`src/rtl/step_hex_formatter.sv`:
```
// Snapshot formatter: latches X/Y/Z/E positions and streams them as one ASCII line
// of uppercase hex fields separated by spaces and terminated by LF, over valid/ready.
module step_hex_formatter #(
  parameter int X_NIBBLES    = 4,
  parameter int Y_NIBBLES    = 4,
  parameter int Z_NIBBLES    = 5,
  parameter int E_NIBBLES    = 5,
  parameter bit AUTO_RESTART = 1'b0
) (
  input  logic                   clk,
  input  logic                   rst,
  input  logic [4*X_NIBBLES-1:0] x_pos,
  input  logic [4*Y_NIBBLES-1:0] y_pos,
  input  logic [4*Z_NIBBLES-1:0] z_pos,
  input  logic [4*E_NIBBLES-1:0] e_pos,
  input  logic                   snap_req,
  output logic [7:0]             tx_byte,
  output logic                   tx_valid,
  input  logic                   tx_ready,
  output logic                   busy,
  output logic                   frame_done,
  output logic                   overrun
);

  localparam int TOTAL_NIB = X_NIBBLES + Y_NIBBLES + Z_NIBBLES + E_NIBBLES;
  localparam int SHIFT_W   = 4 * TOTAL_NIB;
  localparam int MAX_XY    = (X_NIBBLES > Y_NIBBLES) ? X_NIBBLES : Y_NIBBLES;
  localparam int MAX_ZE    = (Z_NIBBLES > E_NIBBLES) ? Z_NIBBLES : E_NIBBLES;
  localparam int MAX_NIB   = (MAX_XY > MAX_ZE) ? MAX_XY : MAX_ZE;
  localparam int NIB_W     = $clog2(MAX_NIB + 1);

  typedef enum logic [1:0] {
    IDLE = 2'd0,
    HEX  = 2'd1,
    SEP  = 2'd2,
    EOL  = 2'd3
  } state_t;

  state_t               state_reg, state_next;
  logic [SHIFT_W-1:0]   shift_reg, shift_next;
  logic [1:0]           field_reg, field_next;
  logic [NIB_W-1:0]     nib_reg, nib_next;
  logic [7:0]           byte_reg, byte_next;
  logic                 valid_reg, valid_next;
  logic                 busy_reg, busy_next;
  logic                 done_reg, done_next;
  logic                 overrun_reg, overrun_next;

  logic [SHIFT_W-1:0]   snapshot;
  logic                 xfer;
  logic                 load;
  logic [NIB_W-1:0]     nib_inc;
  logic                 last_nib;

  function automatic logic [7:0] hex_ascii(input logic [3:0] n);
    return (n < 4'd10) ? (8'h30 + {4'h0, n}) : (8'h37 + {4'h0, n});
  endfunction

  function automatic logic [NIB_W-1:0] field_len(input logic [1:0] f);
    case (f)
      2'd0:    return NIB_W'(X_NIBBLES);
      2'd1:    return NIB_W'(Y_NIBBLES);
      2'd2:    return NIB_W'(Z_NIBBLES);
      default: return NIB_W'(E_NIBBLES);
    endcase
  endfunction

  assign snapshot = {x_pos, y_pos, z_pos, e_pos};
  assign xfer     = valid_reg & tx_ready;
  assign nib_inc  = nib_reg + NIB_W'(1);
  assign last_nib = (nib_inc == field_len(field_reg));

  // A new snapshot is taken from IDLE on request, or straight after the LF when auto-restarting.
  assign load = ((state_reg == IDLE) && snap_req) ||
                ((state_reg == EOL) && xfer && AUTO_RESTART);

  always_comb begin
    state_next   = state_reg;
    shift_next   = shift_reg;
    field_next   = field_reg;
    nib_next     = nib_reg;
    byte_next    = byte_reg;
    valid_next   = valid_reg;
    busy_next    = busy_reg;
    done_next    = 1'b0;
    overrun_next = overrun_reg | (snap_req & busy_reg);

    // Bytes after a transfer are presented one cycle later from the updated registers,
    // so tx_byte/tx_valid never depend combinationally on tx_ready.
    case (state_reg)
      IDLE: begin
        valid_next = 1'b0;
      end
      HEX: begin
        if (xfer) begin
          valid_next = 1'b0;
          shift_next = shift_reg << 4;
          nib_next   = nib_inc;
          if (last_nib) begin
            state_next = (field_reg == 2'd3) ? EOL : SEP;
          end
        end else if (!valid_reg) begin
          valid_next = 1'b1;
          byte_next  = hex_ascii(shift_reg[SHIFT_W-1 -: 4]);
        end
      end
      SEP: begin
        if (xfer) begin
          valid_next = 1'b0;
          field_next = field_reg + 2'd1;
          nib_next   = '0;
          state_next = HEX;
        end else if (!valid_reg) begin
          valid_next = 1'b1;
          byte_next  = 8'h20;
        end
      end
      EOL: begin
        if (xfer) begin
          done_next  = 1'b1;
          valid_next = 1'b0;
          busy_next  = 1'b0;
          state_next = IDLE;
        end else if (!valid_reg) begin
          valid_next = 1'b1;
          byte_next  = 8'h0A;
        end
      end
      default: begin
        state_next = IDLE;
        valid_next = 1'b0;
        busy_next  = 1'b0;
      end
    endcase

    // Loading presents the first digit immediately, giving single-cycle latency.
    if (load) begin
      shift_next = snapshot;
      field_next = 2'd0;
      nib_next   = '0;
      state_next = HEX;
      busy_next  = 1'b1;
      valid_next = 1'b1;
      byte_next  = hex_ascii(snapshot[SHIFT_W-1 -: 4]);
    end
  end

  always_ff @(posedge clk or posedge rst) begin
    if (rst) begin
      state_reg   <= IDLE;
      shift_reg   <= '0;
      field_reg   <= 2'd0;
      nib_reg     <= '0;
      byte_reg    <= 8'h00;
      valid_reg   <= 1'b0;
      busy_reg    <= 1'b0;
      done_reg    <= 1'b0;
      overrun_reg <= 1'b0;
    end else begin
      state_reg   <= state_next;
      shift_reg   <= shift_next;
      field_reg   <= field_next;
      nib_reg     <= nib_next;
      byte_reg    <= byte_next;
      valid_reg   <= valid_next;
      busy_reg    <= busy_next;
      done_reg    <= done_next;
      overrun_reg <= overrun_next;
    end
  end

  assign tx_byte    = byte_reg;
  assign tx_valid   = valid_reg;
  assign busy       = busy_reg;
  assign frame_done = done_reg;
  assign overrun    = overrun_reg;

endmodule

```
`config.mk`:
```
export PLATFORM = sky130hd
export DESIGN_NAME = step_hex_formatter
export DESIGN_NICKNAME = d
export VERILOG_FILES = /design/src/rtl/step_hex_formatter.sv
export SDC_FILE = /design/constraint.sdc
export NUM_CORES = 1
export LEC_CHECK = 0
export BUFFER_PORTS_ARGS = -buffer_cell sky130_fd_sc_hd__buf_2
export CORE_ASPECT_RATIO = 0.7
export CORE_MARGIN = 2
export CORE_UTILIZATION = 30
export DETAILED_ROUTE_END_ITERATION = 7
export PLACE_DENSITY = 0.52
export SLEW_MARGIN = 20
export SYNTH_ARGS = -nofsm -noshare
export SYNTH_HDL_FRONTEND = slang
export SYNTH_SLANG_ARGS = --single-unit
```
`constraint.sdc`:
```
create_clock -name clk -period 5.2 [get_ports clk]
set_input_delay 0.52 -clock clk [delete_from_list [all_inputs] [get_ports clk]]
set_output_delay 0.52 -clock clk [all_outputs]
set_load 0.01 [all_outputs]
```
**Word-level counts from Yosys, hierarchy flattened**

Cells that the tools add are included.

- $add $sub $neg: 6
- Order comparisons: 2
- Equality and inequality tests: 16
- Mux-type cells: 36
- Bitwise gates (word level): 3
- Reduce and logical (&&, ||, !) cells: 17

Operators by type and width:

| kind | number |
|---|---|
| $mux 72 | 3 |
| $mux 8 | 7 |
| $ne 3x3->1 const B | 10 |
| $add 6x4->7 const A | 4 |
| $pmux 8 s3 | 1 |
| $mux 2 | 8 |
| $mux 7 | 2 |
| $mux 1 | 9 |
| $mux 3 | 3 |
| $lt 4x4->1 const B | 2 |
| $reduce_bool 2->1 | 4 |
| $reduce_and 7->1 | 1 |
| $eq 2x2->1 const B | 3 |
| $pmux 2 s3 | 1 |
| $pmux 3 s2 | 1 |
| $reduce_and 2->1 | 3 |
| $reduce_and 5->1 | 1 |
| $eq 2x1->1 const B | 2 |
| $logic_not 2->1 | 2 |
| $reduce_bool 4->1 | 1 |
| $add 3x1->3 const B | 1 |
| $eq 3x3->1 | 1 |
| $reduce_and 3->1 | 1 |
| $reduce_bool 3->1 | 1 |
| 7 further kinds | 8 |

- Bits in registers: 91
- Input port bits: 76
- Word-level logic and storage cells: 89

**Longest topological paths before layout**

Gate-level depths: netlist of the first run.

- Word-level depth: 8
- Mapped depth: 7
- Gate-level depth less buffers: 6

**Worst setup path before layout of the first run**

Ideal clock, no wire load.

- Path kind: input-to-reg
- Start point: in snap_req
- End point: reg byte_reg[6] (netlist: tx_byte[6])
- Data arrival time: 1.357 ns
- Required time: 5.073 ns
- Slack: 3.715 ns
- Stages on the path: 4
- Path buffers: 1
- Cell sequence: nor3_1 -> nand2b_1 -> buf_4 -> mux2_1

- Longest elaborated chain between the ends: 3
- Elaborated cells on any way between the ends: 10

RTL lines:

| item | line | source |
|---|---|---|
| start, declared | 16 | `input logic snap_req,` |
| $logic_and 1x1->1 * | 74 | `assign load = ((state_reg == IDLE) && snap_req) \|\|` |
| $ne 3x3->1 (no line) / $reduce_bool 4->1 (equally long branches) | -- |  |
| $reduce_and 7->1 (no line) | -- |  |
| end signal, assigned | 164 | `byte_reg <= byte_next;` |
| end, declared | 43 | `logic [7:0] byte_reg, byte_next;` |

Every way passes the cells marked *; elsewhere a longest branch is shown, timed or not.
A chain may end at the register's enable or synchronous reset.

**Worst setup path after layout of the first run**

- Start point: reg state_reg[0]
- End point: reg shift_reg[51]

- Longest elaborated chain between the ends: 4
- Elaborated cells on any way between the ends: 7

RTL lines:

| item | line | source |
|---|---|---|
| start, declared | 39 | `state_t state_reg, state_next;` |
| start signal, assigned | 160 | `state_reg <= state_next;` |
| $logic_not 2->1 | 74 |  |
| $logic_and 1x1->1 | 74 |  |
| $reduce_bool 2->1 (no line) | -- |  |
| $reduce_and 2->1 (no line) | -- |  |
| end signal, assigned | 161 | `shift_reg <= shift_next;` |
| end, declared | 40 | `logic [SHIFT_W-1:0] shift_reg, shift_next;` |

Parallel ways exist; a longest one is shown, timed or not.

==> results.cfg, run 1 <==
[power]
ir_drop_v = 0.000168
power_density_mw_per_mm2 = 531
swShare_pct = 35.7
intPower_mw = 1.77
p_comb_share_pct = 32.2
pwr-share-clk_pct = 25.5
share_seq_of_total_power_pct = 42.3
switchingPower_mw = 0.981
total_leakage_power_nw = 2.41

[cts]
cts_setup_buffers = 0
cts-resized-gates = 0
htreeDepth = 3
cts_buffers = 9
cts_hold_buf = 0
clk_latency_ns = 0.34
cts_tree = done
cts-root-buf = clkbuf_16
clock_path_buffers = 2
clk_pin_slew_worst_paths_ns = 0.07
cts.sinks = 90

[timing]
min_period_ns = 2.40
period_share_pct = 46.2
drv_slew = 0
slew-limit-headroom_pct = 33.7
finalHoldViolCount = 0
finalSetupTns_ns = 0
finalSetupViolations = 0
fmax_mhz = 416
tightestPinTransition_ns = 0.993
rsz0062_at_grt = no
finClkSkew_ns = 0.0104

[global_route]
grt_max_degree = 85
grtUsageTotal_pct = 14.3
antenna_found_initial = 0
first_global_vias = 3604
overflow = 0
grt_pass1_wl_um = 17900

[layout]
syn2layout_area_growth_pct = 19.4
final_core_util_pct = 36.9
drive_above_1_share_pct = 19.6
largest_reg_flops = 72
diodes = 0
layout.nets = 658
final_area_mm2 = 0.00517

[synth]
synth_nets = 591
synth_edf_count = 0
synth_top_area_share_pct = 52.0
ys_async_sr_fraction_pct = 100
synth_area_leaders = dfrtp_1, nand2_1, a31oi_1, nor2_1, buf_2
synth_flop_cell = dfrtp_1
synth.cell_area_mm2 = 0.00433
yosysSeqAreaShare_pct = 52.0
ys_seq_elements = 90
ys_warn_count = 0
syn_inst = 509
syn_avg_cell_area_um2 = 8.51
synth_cell_types = 40
yosys.area.top_type = dfrtp_1

[drt]
ant_nets = 0
num_vias = 3691
drc = 0
drt_iter0_markers = 285
drt-total-wl_um = 10600
dr.pass1.iters = 5
wl_per_cell_um = 13.8
vias_per_cell = 4.79

[critical_path]
cp.required_ns = 5.46
critPathCaptureType = flip-flop
cp-start-kind = flip-flop
crit_type = reg -> reg
critical_path.max_fanout = 42
crit_chain = nand2b_1, nor2_4, buf_4, nand2_1, a31oi_1
slowest_stage = nor2_4
critPathMaxStageDelay_ns = 0.77
arrival_ns = 2.66

[min_path]
hp-class = in -> async

[placement]
gp_congestion = 0.838
port_buffers = 86
dpl.hpwl_um = 7120
postPlaceCellArea_mm2 = 0.00485

[flow_run]
timing.max_cap.violations = 0

[floorplan]
start_util_pct = 30.9
pin_count = 88
coreArea_mm2 = 0.0140
dieArea_mm2 = 0.0154
die_x_um = 148
die_y_um = 105
num_rows = 36

[outcome]
status = finished, final reports clean
-- metrics by stage --
step / total power [mW] / std cells / hold WS [ns] / worst slack (ns)
3_5_place_dp: 2.07 / 755 / 0.443 / 2.79
5_1_grt: 2.96 / 771 / 0.333 / 2.49
6_report: 2.75 / 771 / 0.269 / 2.80
2_1_floorplan: 1.84 / 509 / 0.466 / 2.34
4_1_cts: 2.78 / 771 / 0.297 / 2.78
3_3_place_gp: 2.04 / 755 / 0.439 / 2.87
-- cell type report --
cell class	instances	area (um^2)
Sequential cell	90	2250
Clock inverter	6	91.3
Timing Repair Buffer	91	468
Fill cell	1451	8840
Multi-Input combinational cell	374	1850
Inverter	10	38.8
Clock buffer	10	229
Tap cell	190	238
-- Yosys cell counts, types with 3 or more instances --
| cell | count |
|---|---|
| nand2_1 | 146 |
| dfrtp_1 | 90 |
| nor2_1 | 79 |
| a31oi_1 | 69 |
| buf_2 | 22 |
| o21ai_0 | 15 |
| a21oi_1 | 10 |
| inv_1 | 10 |
| buf_4 | 9 |
| a22o_1 | 6 |
| ha_1 | 6 |
| clkbuf_1 | 4 |
| nand2b_1 | 4 |
| nor2b_1 | 4 |
| xnor2_1 | 4 |
| a22oi_1 | 3 |
| nand2_2 | 3 |
| nor3_1 | 3 |
-- power by group through the flow --
stage / registers [mW] / logic (mW) / clock network [mW]
global placement: 1.17 / 0.872 / 0
finish: 1.16 / 0.885 / 0.699
detailed placement: 1.17 / 0.898 / 0
CTS: 1.16 / 0.899 / 0.718
global route: 1.20 / 1.02 / 0.746
floorplan: 1.13 / 0.709 / 0
-- logic make-up after synthesis --
family / Yosys count / share of synthesized area (%)
simple gates: 247 / 22.7
buf+inv: 45 / 5.32
xor+xnor: 4 / 0.809
compound gates: 114 / 16.8
mux: 2 / 0.491
fa+ha+maj: 6 / 1.73
other cells: 1 / 0.0866
flops: 90 / 52.0
-- critical path: cells and delay by family, from the launching register on --
kind | cells | cell delay, ns
buffers and inverters | 1 | 0.44
and+or+nand+nor | 3 | 1.06
DFF | 1 | 0.61
AOI/OAI and AO/OA | 1 | 0.17
-- placed cells by master (no fill, tap or decap), types with 2 or more instances in the layout --
master,count
buf_2,86
a22o_1,6
a31oi_1,69
ha_1,6
nor3_1,3
a22oi_1,3
inv_1,9
nand2_1,146
nor2b_1,4
bufinv_16,2
a21oi_1,10
buf_4,5
clkbuf_16,9
o21ai_0,15
clkinvlp_4,3
xnor2_1,4
nand2_2,2
nand2b_1,4
dfrtp_1,90
nor2_1,79
-- worst paths after layout --
path / end / depth (start not counted) / startpoint / slack, ns
setup / recovery: shift_reg[51]$_DFFE_PP0P_ / 5 / state_reg[0]$_DFFE_PP0P_ / 2.80
hold / removal: overrun$_DFF_PP0_ / 2 / rst / 0.27
setup reg to reg: shift_reg[51]$_DFFE_PP0P_ / 5 / state_reg[0]$_DFFE_PP0P_ / 2.80
hold reg to reg: overrun$_DFF_PP0_ / 1 / overrun$_DFF_PP0_ / 0.45
max in group asynchronous: shift_reg[29]$_DFFE_PP0P_ / 3 / rst / 3.83
min in group clk: shift_reg[3]$_DFFE_PP0P_ / 2 / e_pos[3] / 0.41
-- per-layer routing --
metal	share of wire (%)	track usage (%)	wire, um	up-vias
li1	-	-	-	1858
met1	53	21.9	5600	1739
met2	41	19.7	4320	85
met3	6.1	4.17	645	9
met4	0.65	3.02	69	0
met5	0	0	0	-
(Power assumes the default switching activity.)
==> run 2: changes to the inputs <==
--- a/config.mk
+++ b/config.mk
@@ -5,6 +5,7 @@
 export SDC_FILE = /design/constraint.sdc
 export NUM_CORES = 1
 export LEC_CHECK = 0
+export ABC_AREA = 1
 export BUFFER_PORTS_ARGS = -buffer_cell sky130_fd_sc_hd__buf_2
 export CORE_ASPECT_RATIO = 0.7
 export CORE_MARGIN = 2
==> constraint.sdc (replaced) <==
create_clock -name clk -period 2.5 [get_ports clk]
set_input_delay 0.25 -clock clk [delete_from_list [all_inputs] [get_ports clk]]
set_output_delay 0.25 -clock clk [all_outputs]
set_load 0.01 [all_outputs]
==> results.cfg, run 2 <==
[power]
switchingPower_mw = 2.54
share_seq_of_total_power_pct = 39.9
intPower_mw = 3.76
power_density_mw_per_mm2 = 1210
swShare_pct = 40.3
pwr-share-clk_pct = 22.1
ir_drop_v = 0.000360
total_leakage_power_nw = 2.46
p_comb_share_pct = 38.0

[cts]
cts_setup_buffers = 0
htreeDepth = 3
cts-resized-gates = 0
cts-root-buf = clkbuf_16
cts_tree = done
cts_buffers = 9
clk_latency_ns = 0.35
cts_hold_buf = 0
clock_path_buffers = 2
clk_pin_slew_worst_paths_ns = 0.07
cts.sinks = 90

[drt]
ant_nets = 0
drt_iter0_markers = 266
vias_per_cell = 4.81
drt-total-wl_um = 11400
dr.pass1.iters = 5
num_vias = 3832
wl_per_cell_um = 14.3
drc = 0

[synth]
ys_warn_count = 0
synth_flop_cell = dfrtp_1
synth_top_area_share_pct = 51.8
synth_cell_types = 30
yosys-top-cells-count = nand2_1, dfrtp_1, nor2_1, o21ai_0, o21ai_1
syn_avg_cell_area_um2 = 8.28
synth.cell_area_mm2 = 0.00435
synth_nets = 607
yosys.area.top_type = dfrtp_1
ys_seq_elements = 90
ys_async_sr_fraction_pct = 100
yosysSeqAreaShare_pct = 51.8
synth_edf_count = 0
synth_area_leaders = dfrtp_1, nand2_1, o21ai_0, nor2_1, o21ai_1
syn_inst = 525
yosys.cell_count.top_type = nand2_1

[critical_path]
critPathCaptureType = flip-flop
arrival_ns = 2.23
reg2reg_from = state_reg[1]$_DFFE_PP0P_
crit_type = reg -> reg
reg2reg_slack_ns = 0.53
r2r_cells = 6
critical_path.max_fanout = 29
r2r-end = shift_reg[47]$_DFFE_PP0P_
cp-start-kind = flip-flop
cp.required_ns = 2.76

[placement]
dpl.hpwl_um = 7880
port_buffers = 86
gp_congestion = 0.854
dpl.cell_count = 780

[timing]
fmax_mhz = 508
finalHoldViolCount = 0
rsz0062_at_grt = no
finalSetupTns_ns = 0
fin_hold_ws_ns = 0.0598
slew-limit-headroom_pct = 42.3
finalSetupViolations = 0
period_share_pct = 78.8
min_period_ns = 1.97
drv_slew = 0
finClkSkew_ns = 0.00748
tightestPinTransition_ns = 0.863

[layout]
layout.nets = 683
largest_reg_flops = 72
drive_above_1_share_pct = 20.6
syn2layout_area_growth_pct = 19.7
layout_commonest_cell = nand2_1
final_cells = 796
layout_common_cells = nand2_1, dfrtp_1, buf_2, nor2_1, o21ai_0
diodes = 0

[outcome]
status = finished, final reports clean

[global_route]
grtUsageTotal_pct = 15.7
first_global_vias = 3831
antenna_found_initial = 0
grt_pass1_wl_um = 19500
grt_max_degree = 49
overflow = 0

[floorplan]
num_rows = 36
coreArea_mm2 = 0.0141
dieArea_mm2 = 0.0155
pin_count = 88
start_util_pct = 30.9
die_x_um = 148
die_y_um = 105

[min_path]
hp-class = in -> async

[flow_run]
timing.max_cap.violations = 0
-- run 2: changes by cell type after synthesis, moves of 6 or more --
cell / delta
a31oi_1: -64
buf_2: -14
buf_6: +9
clkbuf_1: +6
inv_1: +11
nand2_1: -32
nand3_1: +16
nor2_1: -6
o21ai_0: +58
o21ai_1: +49
o22ai_1: +6
-- run 2: kinds of logic (layout without fill, tap and decap cells) --
| logic type | Yosys count | after routing | synth area share [%] |
|---|---|---|---|
| and+or+nand+nor | 217 | 217 | 20.2 |
| buffers and inverters | 57 | 138 | 7.17 |
| AOI/OAI and AO/OA | 154 | 154 | 19.0 |
| other | 1 | 1 | 0.0863 |
| adders and majority gates | 6 | 6 | 1.73 |
| DFF | 90 | 90 | 51.8 |
-- run 2: worst max-delay path by stage --
stage | start | to | slack (ns) | cells past startpoint
floorplan | state_reg[1]$_DFFE_PP0P_ | tx_byte[5]$_DFFE_PP0P_ | 1.12 | 7
global placement | state_reg[1]$_DFFE_PP0P_ | shift_reg[47]$_DFFE_PP0P_ | 0.63 | 6
detailed placement | state_reg[1]$_DFFE_PP0P_ | shift_reg[46]$_DFFE_PP0P_ | 0.55 | 6
CTS | state_reg[1]$_DFFE_PP0P_ | shift_reg[47]$_DFFE_PP0P_ | 0.52 | 6
global route | state_reg[1]$_DFFE_PP0P_ | shift_reg[47]$_DFFE_PP0P_ | 0.26 | 6
finish | state_reg[1]$_DFFE_PP0P_ | shift_reg[47]$_DFFE_PP0P_ | 0.53 | 6
-- run 2: cell type report --
class	count	area, um^2
fill	1507	8850
sequential	90	2250
multi-input combinational	378	1780
timing repair buffer	98	533
tap	190	238
clock buffer	9	225
inverter	24	93.8
clock inverter	7	77.6
-- run 2: routing by layer --
layer | GRT usage (%) | vias to the layer above | part of all wire [%]
li1 | - | 1900 | -
met1 | 22.6 | 1822 | 50
met2 | 23.2 | 93 | 44
met3 | 3.84 | 17 | 4.5
met4 | 5.37 | 0 | 1.5
met5 | 0 | - | 0
-- run 2: power groups by stage --
stage               Combinational (mW)  Sequential, mW  Clock (mW)
floorplan                         1.92            2.43           0
global placement                  2.34            2.52           0
detailed placement                2.41            2.53           0
CTS                               2.43            2.51        1.43
global route                      2.79            2.60        1.50
finish                            2.40            2.51        1.39
-- run 2: metrics by stage --
stage          setup WS [ns]  utilization (%)  instance area (um^2)  total power [mW]
2_1_floorplan           1.12                -                  4350              4.36
3_3_place_gp           0.634             34.9                  4900              4.87
3_5_place_dp           0.545             34.9                  4900              4.94
4_1_cts                0.516             37.0                  5200              6.37
5_1_grt                0.262             37.0                  5200              6.89
6_report               0.531             37.0                  5200              6.30
-- run 2: critical path, stage by stage (launching register included) --
cell and delay [ns]:
dfrtp_1 0.52, nor2_4 0.21, nand2_4 0.13, inv_2 0.38, buf_4 0.35, o21ai_0 0.11, o21ai_0 0.18
